===== config.mk =====
export PLATFORM = sky130hd
export DESIGN_NAME = sd_emmc_xfer_ctrl
export DESIGN_NICKNAME = d
export VERILOG_FILES = /design/src/rtl/sd_emmc_xfer_pkg.sv /design/src/rtl/sd_emmc_xfer_ctrl.sv
export SDC_FILE = /design/constraint.sdc
export NUM_CORES = 1
export LEC_CHECK = 0
export BUFFER_PORTS_ARGS = -buffer_cell sky130_fd_sc_hd__buf_2
export CAP_MARGIN = 25
export CORE_MARGIN = 2
export CORE_UTILIZATION = 39
export CTS_CLUSTER_DIAMETER = 100
export DETAILED_ROUTE_END_ITERATION = 7
export PLACE_DENSITY = 0.76
export REMOVE_ABC_BUFFERS = 1
export SLEW_MARGIN = 25
export SYNTH_ARGS = -nofsm -noshare
export SYNTH_HDL_FRONTEND = slang
export SYNTH_SLANG_ARGS = --single-unit

===== constraint.sdc =====
create_clock -name sd_clk -period 1.98 [get_ports sd_clk]
set_clock_uncertainty 0.15 [all_clocks]
set_input_delay 0.396 -clock sd_clk [delete_from_list [all_inputs] [get_ports sd_clk]]
set_output_delay 0.396 -clock sd_clk [all_outputs]
set_load 0.05 [all_outputs]

===== src/rtl/sd_emmc_xfer_pkg.sv =====
// Shared types and constants for the SD/eMMC multi-block transfer sequencer.
package sd_emmc_xfer_pkg;

  typedef enum logic [2:0] {
    IDLE      = 3'd0,
    BLK_START = 3'd1,
    XFER      = 3'd2,
    BLK_WAIT  = 3'd3,
    DONE      = 3'd4,
    ERR       = 3'd5
  } xfer_state_e;

  localparam logic [2:0] ERR_NONE    = 3'd0;
  localparam logic [2:0] ERR_CFG     = 3'd1;
  localparam logic [2:0] ERR_CRC     = 3'd2;
  localparam logic [2:0] ERR_TIMEOUT = 3'd3;
  localparam logic [2:0] ERR_OVERRUN = 3'd4;
  localparam logic [2:0] ERR_ABORT   = 3'd5;
  localparam logic [2:0] ERR_SHORT   = 3'd6;

  localparam logic DIR_WR = 1'b0;
  localparam logic DIR_RD = 1'b1;

endpackage


===== src/rtl/sd_emmc_xfer_ctrl.sv =====
// sd_clk-side block sequencer: moves words between the AXI<->SD FIFOs and the
// SD data engine, counting words/blocks and reporting completion or failure.
module sd_emmc_xfer_ctrl
  import sd_emmc_xfer_pkg::*;
#(
  parameter int BLK_SIZE_W = 12,
  parameter int BLK_CNT_W  = 16,
  parameter int TIMEOUT    = 65535
) (
  input  logic                  sd_clk,
  input  logic                  rst,
  input  logic                  start,
  input  logic                  dir,
  input  logic [BLK_SIZE_W-1:0] blk_size,
  input  logic [BLK_CNT_W-1:0]  blk_count,
  input  logic                  abort,
  input  logic                  tx_fifo_empty,
  input  logic [31:0]           tx_fifo_data,
  output logic                  tx_fifo_rd_en,
  input  logic                  rx_fifo_full,
  output logic                  rx_fifo_wr_en,
  output logic [31:0]           rx_fifo_data,
  output logic                  eng_blk_start,
  output logic [31:0]           eng_tx_data,
  output logic                  eng_tx_valid,
  input  logic                  eng_tx_ready,
  input  logic [31:0]           eng_rx_data,
  input  logic                  eng_rx_valid,
  input  logic                  eng_blk_done,
  input  logic                  eng_crc_ok,
  output logic                  busy,
  output logic                  xfer_done,
  output logic                  xfer_err,
  output logic [2:0]            err_code,
  output logic [BLK_CNT_W-1:0]  blocks_done
);

  localparam int WC_W  = BLK_SIZE_W - 2;
  localparam int TMO_W = $clog2(TIMEOUT + 1);

  xfer_state_e          state_r;
  logic                 dir_r;
  logic [WC_W-1:0]      blk_words_r;
  logic [WC_W-1:0]      word_cnt_r;
  logic [BLK_CNT_W-1:0] blk_count_r;
  logic [BLK_CNT_W-1:0] blocks_done_r;
  logic [TMO_W-1:0]     tmo_cnt_r;
  logic                 busy_r;
  logic                 xfer_done_r;
  logic                 xfer_err_r;
  logic                 eng_blk_start_r;
  logic [2:0]           err_code_r;

  logic                 xfer_wr_s;
  logic                 xfer_rd_s;
  logic                 abort_s;
  logic                 tx_valid_s;
  logic                 tx_hs_s;
  logic                 rx_hs_s;
  logic                 word_hs_s;
  logic                 overrun_s;
  logic                 tmo_hit_s;
  logic                 cfg_bad_s;
  logic [BLK_CNT_W-1:0] blocks_next_s;
  logic                 fail_s;
  logic [2:0]           fail_code_s;

  // FIFO/engine handshakes; abort squashes every data movement in the same cycle
  always_comb begin
    xfer_wr_s     = (state_r == XFER) && (dir_r == DIR_WR);
    xfer_rd_s     = (state_r == XFER) && (dir_r == DIR_RD);
    abort_s       = abort && (state_r != IDLE);
    tx_valid_s    = xfer_wr_s && !tx_fifo_empty && !abort;
    tx_hs_s       = tx_valid_s && eng_tx_ready;
    rx_hs_s       = xfer_rd_s && eng_rx_valid && !rx_fifo_full && !abort;
    overrun_s     = xfer_rd_s && eng_rx_valid && rx_fifo_full;
    word_hs_s     = tx_hs_s || rx_hs_s;
    tmo_hit_s     = (tmo_cnt_r == TMO_W'(TIMEOUT - 1));
    cfg_bad_s     = (blk_size == {BLK_SIZE_W{1'b0}}) || (blk_size[1:0] != 2'b00) ||
                    (blk_count == {BLK_CNT_W{1'b0}});
    blocks_next_s = blocks_done_r + BLK_CNT_W'(1'b1);
    eng_tx_valid  = tx_valid_s;
    eng_tx_data   = xfer_wr_s ? tx_fifo_data : 32'h0000_0000;
    tx_fifo_rd_en = tx_hs_s;
    rx_fifo_wr_en = rx_hs_s;
    rx_fifo_data  = xfer_rd_s ? eng_rx_data : 32'h0000_0000;
  end

  // Error arbitration: abort > overrun > short block > CRC > timeout
  always_comb begin
    fail_s      = 1'b1;
    fail_code_s = ERR_NONE;
    if (abort_s) begin
      fail_code_s = ERR_ABORT;
    end else if (overrun_s) begin
      fail_code_s = ERR_OVERRUN;
    end else if ((state_r == XFER) && eng_blk_done) begin
      fail_code_s = ERR_SHORT;
    end else if ((state_r == BLK_WAIT) && eng_blk_done && !eng_crc_ok) begin
      fail_code_s = ERR_CRC;
    end else if (tmo_hit_s && (((state_r == XFER) && !word_hs_s) ||
                               ((state_r == BLK_WAIT) && !eng_blk_done))) begin
      fail_code_s = ERR_TIMEOUT;
    end else begin
      fail_s      = 1'b0;
      fail_code_s = ERR_NONE;
    end
  end

  // Transfer FSM with inline word, block and idle-timeout counters
  always_ff @(posedge sd_clk) begin
    if (rst) begin
      state_r         <= IDLE;
      dir_r           <= DIR_WR;
      blk_words_r     <= {WC_W{1'b0}};
      word_cnt_r      <= {WC_W{1'b0}};
      blk_count_r     <= {BLK_CNT_W{1'b0}};
      blocks_done_r   <= {BLK_CNT_W{1'b0}};
      tmo_cnt_r       <= {TMO_W{1'b0}};
      busy_r          <= 1'b0;
      xfer_done_r     <= 1'b0;
      xfer_err_r      <= 1'b0;
      eng_blk_start_r <= 1'b0;
      err_code_r      <= ERR_NONE;
    end else begin
      eng_blk_start_r <= 1'b0;
      xfer_done_r     <= 1'b0;
      xfer_err_r      <= 1'b0;
      if (fail_s) begin
        state_r    <= ERR;
        err_code_r <= fail_code_s;
        xfer_err_r <= 1'b1;
        tmo_cnt_r  <= {TMO_W{1'b0}};
      end else begin
        case (state_r)
          IDLE: begin
            tmo_cnt_r <= {TMO_W{1'b0}};
            if (start && cfg_bad_s) begin
              err_code_r <= ERR_CFG;
              xfer_err_r <= 1'b1;
            end else if (start) begin
              dir_r           <= dir;
              blk_words_r     <= blk_size[BLK_SIZE_W-1:2];
              blk_count_r     <= blk_count;
              err_code_r      <= ERR_NONE;
              blocks_done_r   <= {BLK_CNT_W{1'b0}};
              eng_blk_start_r <= 1'b1;
              busy_r          <= 1'b1;
              state_r         <= BLK_START;
            end else begin
              state_r <= IDLE;
            end
          end
          BLK_START: begin
            word_cnt_r <= blk_words_r;
            tmo_cnt_r  <= {TMO_W{1'b0}};
            state_r    <= XFER;
          end
          XFER: begin
            if (word_hs_s) begin
              word_cnt_r <= word_cnt_r - WC_W'(1'b1);
              tmo_cnt_r  <= {TMO_W{1'b0}};
              if (word_cnt_r == WC_W'(1'b1)) begin
                state_r <= BLK_WAIT;
              end
            end else begin
              tmo_cnt_r <= tmo_cnt_r + TMO_W'(1'b1);
            end
          end
          BLK_WAIT: begin
            if (eng_blk_done) begin
              blocks_done_r <= blocks_next_s;
              tmo_cnt_r     <= {TMO_W{1'b0}};
              if (blocks_next_s == blk_count_r) begin
                xfer_done_r <= 1'b1;
                state_r     <= DONE;
              end else begin
                eng_blk_start_r <= 1'b1;
                state_r         <= BLK_START;
              end
            end else begin
              tmo_cnt_r <= tmo_cnt_r + TMO_W'(1'b1);
            end
          end
          DONE, ERR: begin
            busy_r  <= 1'b0;
            state_r <= IDLE;
          end
          default: begin
            busy_r  <= 1'b0;
            state_r <= IDLE;
          end
        endcase
      end
    end
  end

  assign busy          = busy_r;
  assign xfer_done     = xfer_done_r;
  assign xfer_err      = xfer_err_r;
  assign err_code      = err_code_r;
  assign blocks_done   = blocks_done_r;
  assign eng_blk_start = eng_blk_start_r;

endmodule


# Word level (Yosys, flattened, before mapping)
# Index checks and enable logic that the tools add are counted.
dict set report classes {
  n_addsub 3
  mul 0
  div 0
  magnitude_cmp 0
  n_eq_ne 15
  shift 0
  muxes 45
  bitwise_logic 6
  reduce_logical 48
}
# operator count
set ops {}
lappend ops {{2-to-1 mux 16 bit} 5}
lappend ops {{2-to-1 mux 32 bit} 2}
lappend ops {{one-hot mux 16 bit (3 select lines)} 1}
lappend ops {{2-to-1 mux 3 bit} 13}
lappend ops {{adder 16 x 1 -> 16 bit (second input constant)} 2}
lappend ops {{one-hot mux 16 bit (2 select lines)} 1}
lappend ops {{one-hot mux 10 bit (2 select lines)} 1}
lappend ops {{logical AND 1 bit} 17}
lappend ops {{== test 16 bit} 1}
lappend ops {{== test 16 bit (second input constant)} 1}
lappend ops {{logical NOT 16 bit} 1}
lappend ops {{2-to-1 mux 1 bit} 16}
lappend ops {{AND reduction 4 bit} 4}
lappend ops {{logical NOT 12 bit} 1}
lappend ops {{one-hot mux 3 bit (4 select lines)} 1}
lappend ops {{== test 10 x 1 -> 1 bit (second input constant)} 1}
lappend ops {{2-to-1 mux 10 bit} 1}
lappend ops {{subtractor 10 x 1 -> 10 bit (second input constant)} 1}
lappend ops {{!= test 3 bit (second input constant)} 3}
lappend ops {{nonzero test 3 bit} 3}
lappend ops {{!= test 2 bit (second input constant)} 4}
lappend ops {{nonzero test 2 bit} 4}
lappend ops {{== test 3 x 2 -> 1 bit (second input constant)} 2}
lappend ops {{logical NOT 1 bit} 6}
lappend ops {{other kinds (14)} 25}
dict set report totals {
  reg_bits 79
  latchBits 0
  ram_bits 0
  romBits 0
  inputBits 103
  out_inout_bits 90
  wordCells 130
  memories 0
}

# Depth between registers and ports, before layout
# Gate-level depths: netlist (run 1).
dict set report depth {
  word_depth 17
  ltp_mapped 11
}

# Least setup slack after synthesis (run 1)
# No wires, ideal clock.
dict set report synth_timing {
  kind {register to register}
  from {reg blocks_done_r[0], in the netlist blocks_done[0]}
  to {reg state_r[0]}
  setup_time_ps 114
  arrival_time_ps 2344
  required_time_ps 1716
  slack_ps -628
  stages_incl_launch_ff 8
  path_buffers 0
  synth_period_minus_slack_ps 2608
  cell_sequence {dfxtp_1 -> ha_1 -> nand3_1 -> or4_4 -> xnor2_1 -> nor3b_1 -> nand4_1 -> a21o_1}
}
dict set report synth_via {
  elab_chain_len 6
}
# item line
set synth_rtl {}
lappend synth_rtl {{start: declaration} sd_emmc_xfer_ctrl.sv:46} ;# logic [BLK_CNT_W-1:0] blocks_done_r;
lappend synth_rtl {{start signal: assignment} sd_emmc_xfer_ctrl.sv:118} ;# blocks_done_r <= {BLK_CNT_W{1'b0}};
lappend synth_rtl {{start signal: assignment} sd_emmc_xfer_ctrl.sv:146} ;# blocks_done_r <= {BLK_CNT_W{1'b0}};
lappend synth_rtl {{start signal: assignment} sd_emmc_xfer_ctrl.sv:172} ;# blocks_done_r <= blocks_next_s;
lappend synth_rtl {{adder 16 x 1 -> 16 bit} sd_emmc_xfer_ctrl.sv:81} ;# blocks_next_s = blocks_done_r + BLK_CNT_W'(1'b1);
lappend synth_rtl {{== test 16 bit} sd_emmc_xfer_ctrl.sv:174} ;# if (blocks_next_s == blk_count_r) begin
lappend synth_rtl {{2-to-1 mux 3 bit} sd_emmc_xfer_ctrl.sv:174}
lappend synth_rtl {{2-to-1 mux 3 bit} sd_emmc_xfer_ctrl.sv:171} ;# if (eng_blk_done) begin
lappend synth_rtl {{one-hot mux 3 bit (4 select lines)} sd_emmc_xfer_ctrl.sv:135} ;# case (state_r)
lappend synth_rtl {{2-to-1 mux 3 bit} sd_emmc_xfer_ctrl.sv:129} ;# if (fail_s) begin
lappend synth_rtl {{end signal: assignment} sd_emmc_xfer_ctrl.sv:130} ;# state_r <= ERR;
lappend synth_rtl {{end signal: assignment} sd_emmc_xfer_ctrl.sv:176} ;# state_r <= DONE;
lappend synth_rtl {{end signal: assignment} sd_emmc_xfer_ctrl.sv:179} ;# state_r <= BLK_START;
lappend synth_rtl {{end: declaration} sd_emmc_xfer_ctrl.sv:41} ;# xfer_state_e state_r;
# Every way passes these cells. The select of a mux whose other input is x is not followed.
# A chain may end at the register's enable or synchronous reset.

# Worst setup path in the final report (run 1)
dict set report layout_timing {
  from {reg state_r[1]}
  to {out eng_tx_data[10]}
}
dict set report layout_via {
  elab_chain_len 3
}
# item line
set layout_rtl {}
lappend layout_rtl {{start signal: assignment} sd_emmc_xfer_ctrl.sv:113} ;# state_r <= IDLE;
lappend layout_rtl {{start signal: assignment} sd_emmc_xfer_ctrl.sv:130}
lappend layout_rtl {{start signal: assignment} sd_emmc_xfer_ctrl.sv:149} ;# state_r <= BLK_START;
lappend layout_rtl {{== test 3 x 2 -> 1 bit} sd_emmc_xfer_ctrl.sv:70} ;# xfer_wr_s = (state_r == XFER) && (dir_r == DIR_WR);
lappend layout_rtl {{logical AND 1 bit} sd_emmc_xfer_ctrl.sv:70}
lappend layout_rtl {{2-to-1 mux 32 bit} sd_emmc_xfer_ctrl.sv:83} ;# eng_tx_data = xfer_wr_s ? tx_fifo_data : 32'h0000_0000;
lappend layout_rtl {{end: declaration} sd_emmc_xfer_ctrl.sv:24} ;# output logic [31:0] eng_tx_data,
# Every way passes these cells.

==> key figures, run 1 <==
Critical path
  – Reg2Reg Launch Point: blocks_done[4]$_SDFFE_PP0P_
  – CP Launch Point: state_r[1]$_SDFFE_PP0P_
  – Critical path class: reg2out
  – Worst-path cell chain: or3b_4 > nor2_4 > buf_12 > and2_1 > buf_6
  – Crit end category: output pin
  – Crit-path max cell delay: 0.41 ns
  – R2R setup slack: -0.41 ns
  – Worst Path Buf+Inv: 2
  – Critical R2R Capture: state_r[0]$_SDFFE_PP0P_
  – Crit Path Max Fanout: 32
  – Top cell family by delay on the critical path: simple AND/OR/NAND/NOR gates
  – Critical Path AT: 1.85 ns
  – Startpoint types: register
  – Reg2reg path depth: 7
  – Slowest-stage cell, CP: or3b_4
  – Crit path required time: 1.43 ns

Logic synthesis
  – Mapped cell area: 0.004783 sq mm
  – Seq/Total Area, Yosys: 33.06%
  – Asr flop ratio synth: 0%
  – Synthesis Warnings: 0
  – Post-synth top area share: 33.06%
  – Post-synth top cells: nor2_1 (82), dfxtp_1 (79), nand2_1 (39)
  – Cell taking the most area after synthesis: dfxtp_1
  – Yosys cell types: 67
  – Most common cell in the netlist: nor2_1
  – Cells after Synth: 610
  – FF+latch count, synth: 79
  – Number of synthesized flops with an enable pin: 0
  – Ranking of synthesized cells by area: dfxtp_1 (33%), nor2_1 (6.4%), mux2i_1 (6.1%)
  – Main synth FF type: dfxtp_1
  – Avg Inst Size Synth: 7.842 sq um

Power
  – Sw Ratio: 41.74%
  – Internal power: 4.630 mW
  – Clock power frac: 22.7%
  – Psw: 3.317 mW
  – Comb power frac: 53.2%
  – Worst vdd ir: 0.0005374 V
  – Leakage: 3.857 nW
  – Power density cells: 966.1 mW/mm^2
  – Power share of the sequential group: 24.1%

Detailed routing
  – Initial DRC Count: 885
  – DR WL/cell: 21.23 microns
  – DRT Pass-1 Iters: 6
  – DRC Markers: 0
  – Post-route ant nets: 0
  – Via/cell ratio: 5.992
  – Final WL: 22.69 mm
  – Vias: 6405

Min path
  – Hold path depth: 3
  – Path type of the worst min-delay path: in2reg
  – HP Start: blk_count[4]
  – Hold Path End: blk_count_r[4]$_SDFFE_PP0P_

Place
  – IO Port Bufs: 192
  – Gp weighted congestion: 0.8596
  – Inst Count DP: 1029
  – Hpwl dp: 12.31 mm

GRT
  – Initial antenna violation count: 3
  – Gr usage total: 28.07%
  – Vias in the first global route: 5609
  – Total grt overflow: 0
  – Largest net degree at the start of global routing: 35
  – First-pass GRT wire length: 29.35 mm

Timing
  – Endpoints failing setup: 146
  – Final Hold Fails: 0
  – PnR worst setup slack: -0.4172 ns
  – Final Critical Period: 2.397 ns
  – Worst Tran Pin Value: 0.4716 ns
  – Slew headroom: 68.27%
  – Fmax: 417.1 MHz
  – Final Max Tran Viols: 0
  – RSZ-0062 raised after global routing: yes
  – Min Hold Slack: 0.1544 ns
  – Post-route setup TNS: -36.35 ns
  – Tcrit/Tclk final: 121.1%

Finish
  – Fin cells: 1069
  – Area grow syn2layout: 71.96%
  – Layout cell share with drive strength beyond 1: 48.80%
  – Final net count: 1024
  – Fillers: 797

Clocking
  – Max H-tree Level: 3
  – CTS clk-pin slew, worst paths: 0.07 ns
  – Cts hold-fix bufs: 0
  – CTS Buffer Depth: 2
  – CTS root buf: clkbuf_16
  – TritonCTS Buffers: 9
  – # clock sinks: 79
  – CTS tree: yes
  – Worst skew pair latency: 0.34 ns

Floorplanning
  – Die Width: 114.7 microns
  – Core ar.: 0.01201 sq mm
  – Initial core utilization: 39.82%
  – IO Pins: 193
  – # rows: 40
  – Die Y: 114.7 microns
  – Die ar.: 0.01317 sq mm

Flow run
  – Max_cap viols: 0

Status
  – Status: finished, violations left
  – Failing checks: setup timing
==> tightest hold or removal path, cell delays in order <==
cell and delay, ns:
buf_2 0.09, mux2i_1 0.06, nor2_1 0.07
==> cell families after synthesis <==
kind of cell,count (synthesis),synth area share (%)
compound gates,127,16.87
xor+xnor,24,4.394
fa+ha+maj,5,1.308
buf+inv,55,5.179
flops,79,33.06
mux,29,6.069
simple gates,291,33.12
==> flip-flops by register name, summed over array words and instances (netlist names) <==
| register | count |
|---|---|
| busy | 1 |
| tmo_cnt_r | 16 |
| eng_blk_start | 1 |
| xfer_done | 1 |
| blk_count_r | 16 |
| word_cnt_r | 10 |
| dir_r | 1 |
| err_code | 3 |
| state_r | 3 |
| xfer_err | 1 |
| blocks_done | 16 |
| blk_words_r | 10 |
==> power groups by stage <==
stage	Sequential, mW	Combinational [mW]	Clock [mW]
after floorplan	2.04	1.72	0
after global placement	1.90	3.11	0
after detailed placement	1.90	3.14	0
after CTS	1.87	3.60	1.77
after global routing	1.92	4.38	1.85
final	1.92	4.22	1.81
==> placed cells by master (no fill, tap or decap), types with 5 or more instances in the layout <==
cell and n:
nand2_1 36, clkbuf_16 10, a22oi_1 5, buf_2 127, or3_1 8, and2_4 8
a21oi_2 7, xor2_1 6, o21ai_1 13, a211oi_1 5, a21o_1 11, nor2_1 81
buf_12 6, nor4_1 6, and3_4 18, a21oi_1 31, nand4_1 9, inv_1 9
buf_4 128, mux2i_1 26, o31ai_1 7, nor3_1 14, nand3_1 15, xnor2_1 16
buf_6 52, and3_1 16, o21ai_0 22, buf_8 27, dfxtp_4 6, nand2b_1 6
dfxtp_1 71, and2_1 27
==> layout make-up <==
| class | instances | area, sq um | area share (%) |
|---|---|---|---|
| flip-flops and latches | 79 | 1607 | 19.53 |
| well taps | 147 | 183.9 | 2.236 |
| diodes | 2 | 5.005 | 0.06085 |
| clock inverters | 6 | 86.33 | 1.050 |
| clock buffers | 9 | 225.2 | 2.738 |
| inverters | 9 | 33.78 | 0.4107 |
| repair buffers | 341 | 2733 | 33.22 |
| multi-input cells | 476 | 3352 | 40.75 |
==> worst max path at each step <==
stage | to | slack, ns | depth (start not counted)
after floorplan | word_cnt_r[7]$_SDFFE_PP0P_ | -2.35 | 7
after global placement | blocks_done[11]$_SDFFE_PP0P_ | -0.30 | 9
after detailed placement | blocks_done[11]$_SDFFE_PP0P_ | -0.35 | 10
after CTS | eng_tx_data[18] | -0.28 | 5
after global routing | state_r[0]$_SDFFE_PP0P_ | -0.47 | 7
final | eng_tx_data[10] | -0.42 | 5
==> layer usage <==
layer  GRT usage (%)  part of all wire [%]  vias up
met5               0                 0.057        -
met4           10.44                   5.8        2
met3           5.113                    10      151
met2           45.44                    47      524
met1           37.55                    37     2949
li1                -                     -     2779
==> per-stage QoR <==
step	total power [mW]	area, sq um	worst slack, ns	utilization [%]
after floorplan	3.761	4569	-2.349	-
after global placement	5.003	6735	-0.3015	56.07
after detailed placement	5.041	6735	-0.3453	56.07
after CTS	7.240	7734	-0.2795	64.39
after global routing	8.151	8223	-0.4730	68.46
final	7.947	8225	-0.4172	68.48
==> repair_timing <==
action | in CTS | in global routing
setup buffers | 10 | 9
cloned | 1 | 3
endpoints found under the setup margin | 118 | 145
resized for setup | 182 | 87
pin swaps | 19 | 13
Note: power is estimated with default switching activity, not from simulation.
==> run 2, diff against run 1 <==
- ABC_AREA: default -> 1
- BUFFER_PORTS_ARGS: -buffer_cell sky130_fd_sc_hd__buf_2 -> -buffer_cell sky130_fd_sc_hd__clkbuf_2
==> key figures, run 2 <==
GRT
  – Gr usage total: 28.37% (+0.31 points)
  – Vias in the first global route: 6160 (+9.8%)
  – Initial antenna violation count: 2 (-1)
  – First-pass GRT wire length: 29.93 mm (+2.0%)
  – Largest net degree at the start of global routing: 36 (+2.9%)
  – Total grt overflow: 0 (unchanged)

Critical path
  – Reg2Reg Launch Point: blocks_done[1]$_SDFFE_PP0P_
  – Critical Path AT: 1.74 ns (-0.11 ns)
  – Critical R2R Capture: state_r[0]$_SDFFE_PP0P_
  – Crit end category: output pin
  – R2R setup slack: -0.21 ns (+0.20 ns)
  – Crit Path Max Fanout: 32 (unchanged)
  – Crit path required time: 1.43 ns (about the same)
  – Critical path class: reg2out
  – Reg2reg path depth: 15 (+8)
  – Startpoint types: register
  – CP Launch Point: state_r[1]$_SDFFE_PP0P_

Power
  – Leakage: 4.321 nW (+12%)
  – Comb power frac: 68.2% (+15 points)
  – Psw: 5.980 mW (+80%)
  – Power share of the sequential group: 19.3% (-4.8 points)
  – Internal power: 6.107 mW (+32%)
  – Power density cells: 1330 mW/mm^2 (+38%)
  – Clock power frac: 12.5% (-10 points)
  – Worst vdd ir: 0.0008918 V (+66%)
  – Sw Ratio: 49.48% (+7.7 points)

Logic synthesis
  – Cell taking the most area after synthesis: dfxtp_1
  – Cells after Synth: 831 (+36%)
  – Post-synth top cells: nor2_1 (180), inv_1 (153), nand2_1 (139)
  – Number of synthesized flops with an enable pin: 0 (unchanged)
  – Mapped cell area: 0.004989 sq mm (+4.3%)
  – Synthesis Warnings: 0 (unchanged)
  – Ranking of synthesized cells by area: dfxtp_1 (32%), nor2_1 (14%), inv_1 (12%)
  – Yosys cell types: 38 (-43%)
  – Most common cell in the netlist: nor2_1
  – Asr flop ratio synth: 0% (unchanged)
  – Avg Inst Size Synth: 6.003 sq um (-23%)
  – Main synth FF type: dfxtp_1
  – Post-synth top area share: 31.70% (-1.4 points)
  – Seq/Total Area, Yosys: 31.70% (-1.4 points)
  – FF+latch count, synth: 79 (unchanged)

Clocking
  – CTS root buf: clkbuf_16
  – CTS Buffer Depth: 2 (unchanged)
  – TritonCTS Buffers: 9 (unchanged)
  – CTS clk-pin slew, worst paths: 0.06 ns (about the same)
  – # clock sinks: 79 (unchanged)
  – Cts hold-fix bufs: 0 (unchanged)
  – Worst skew pair latency: 0.34 ns (about the same)
  – Max H-tree Level: 3 (unchanged)
  – CTS tree: yes

Place
  – Gp weighted congestion: 0.9100 (+5.9%)
  – Area post-placement: 0.006949 sq mm (+3.2%)
  – Place WS: -0.3025 ns (+0.04280 ns)
  – Hpwl dp: 13.35 mm (+8.5%)
  – IO Port Bufs: 192 (unchanged)

Min path
  – Hold Path End: blk_count_r[6]$_SDFFE_PP0P_
  – Path type of the worst min-delay path: in2reg
  – HP Start: blk_count[6]
  – Hold path depth: 3 (unchanged)

Finish
  – Fillers: 901 (+13%)
  – Seq. cell area: 0.001595 sq mm (-0.70%)
  – Core Util, Final: 72.30% (+3.8 points)
  – Final Cell Area: 0.009087 sq mm (+10%)
  – Most frequent cells in the layout: inv_1 (145), clkbuf_2 (125), nand2_1 (124), buf_4 (109), nor2_1 (88)
  – Area grow syn2layout: 82.17%
  – Layout cell share with drive strength beyond 1: 46.01% (-2.8 points)
  – Final net count: 1257 (+23%)
  – Area occupied by multi-input gates: 0.003416 sq mm (+1.9%)
  – Most common cell after layout, fill and taps aside: inv_1

Status
  – Status: finished, violations left
  – Failing checks: setup timing

Floorplanning
  – # rows: 41 (+2.5%)
  – IO Pins: 193 (unchanged)
  – Initial core utilization: 39.69% (-0.13 points)
  – Core ar.: 0.01257 sq mm (+4.6%)
  – Die Width: 117.1 microns (+2.0%)
  – Die Y: 117.1 microns (+2.0%)
  – Die ar.: 0.01371 sq mm (+4.1%)

Detailed routing
  – DR WL/cell: 16.14 microns (-24%)
  – Via/cell ratio: 5.080 (-15%)
  – Met2 wire len: 10.68 mm (about the same)
  – DRC Markers: 0 (unchanged)
  – Metal-1 WL: 8.205 mm (-1.4%)
  – Final WL: 21.43 mm (-5.5%)
  – Initial DRC Count: 381 (-57%)
  – DR top layer: met4
  – DRT Pass-1 Iters: 7 (+1)
  – Met3 routed WL: 1.528 mm (-35%)
  – Post-route ant nets: 0 (unchanged)
  – Vias: 6746 (+5.3%)

Flow run
  – Max_cap viols: 0 (unchanged)

Timing
  – Worst Tran Pin Value: 0.4835 ns (+0.01185 ns)
  – Endpoints failing setup: 116 (-21%)
  – Tcrit/Tclk final: 115.5% (-5.6 points)
  – Slew headroom: 67.47% (-0.80 points)
  – PnR worst setup slack: -0.3071 ns (+0.1101 ns)
  – Final Max Tran Viols: 0 (unchanged)
  – Fmax: 437.2 MHz (+4.8%)
  – Final Critical Period: 2.287 ns (-0.1101 ns)
  – RSZ-0062 raised after global routing: yes
  – Final Hold Fails: 0 (unchanged)
## run 2: cell count changes after synthesis, sizes merged, moves of 8 or more
cell	delta
a21o	-11
a21oi	+22
nand3	+30
buf	-11
and2	-35
or3	-8
o21ai	+24
nor3	-13
inv	+147
nand2	+106
and3	-34
xnor2	-18
nor2	+106
mux2i	-29
## run 2: worst max path at each step
| stage | end | depth (start not counted) | slack (ns) |
|---|---|---|---|
| after floorplan | blk_count_r[0]$_SDFFE_PP0P_ | 6 | -1.03 |
| after global placement | blocks_done[14]$_SDFFE_PP0P_ | 11 | -0.22 |
| after detailed placement | eng_blk_start$_SDFF_PP0_ | 15 | -0.30 |
| after CTS | rx_fifo_data[31] | 9 | -0.27 |
| after global routing | rx_fifo_data[12] | 9 | -0.36 |
| final | rx_fifo_data[7] | 9 | -0.31 |
## run 2: kinds of logic (layout without fill, tap and decap cells)
| kind of cell | after synthesis | after routing | share of synthesized area [%] |
|---|---|---|---|
| buf+inv | 187 | 510 | 14.67 |
| fa+ha+maj | 5 | 5 | 1.254 |
| simple gates | 412 | 412 | 35.89 |
| xor+xnor | 9 | 9 | 1.580 |
| flops | 79 | 79 | 31.70 |
| compound gates | 139 | 139 | 14.90 |
| other cells | 0 | 2 | 0 |
## run 2: repair_timing
item,CTS,global route
setup buffers,24,4
pin swaps,35,34
gates resized for setup,297,189
setup endpoints to repair,144,144
cloned,6,2
## run 2: layout make-up
cell class | instances | share of cell area [%]
inverter | 158 | 6.815
timing repair buffer | 336 | 32.77
sequential | 79 | 17.55
tap | 172 | 2.368
clock buffer | 12 | 2.602
antenna | 2 | 0.05507
clock inverter | 4 | 0.2478
multi-input combinational | 565 | 37.59
## run 2: per-stage QoR
stage	std cells	TNS [ns]	hold slack (ns)	power, mW
global placement	1277	-6.910	0.2794	8.246
global route	1328	-33.04	0.2086	12.77
finish	1328	-23.35	0.1770	12.09
detailed placement	1277	-11.21	0.2906	8.341
floorplan	802	-77.69	0.2723	6.023
CTS	1321	-17.49	0.1940	11.11
## run 2: layer usage
| layer | up-vias | GRT usage (%) |
|---|---|---|
| li1 | 3260 | - |
| met1 | 3069 | 32.74 |
| met2 | 344 | 50.37 |
| met3 | 73 | 5.561 |
| met5 | - | 0 |
| met4 | 0 | 13.57 |
## run 2: critical path, cell delays in order (launching register included)
cell     delay [ns]
dfxtp_2        0.33
inv_2          0.05
nor2_4         0.11
nand2_4        0.09
nor2_4         0.10
buf_4          0.12
inv_1          0.05
buf_12         0.18
nor2_2         0.18
buf_8          0.17
## run 2: power by group through the flow
| stage | Clock, mW | Sequential, mW | Combinational (mW) |
|---|---|---|---|
| finish | 1.51 | 2.33 | 8.25 |
| global route | 1.59 | 2.37 | 8.81 |
| CTS | 1.51 | 2.29 | 7.31 |
| detailed placement | 0 | 2.28 | 6.07 |
| global placement | 0 | 2.27 | 5.98 |
| floorplan | 0 | 3.02 | 3.01 |
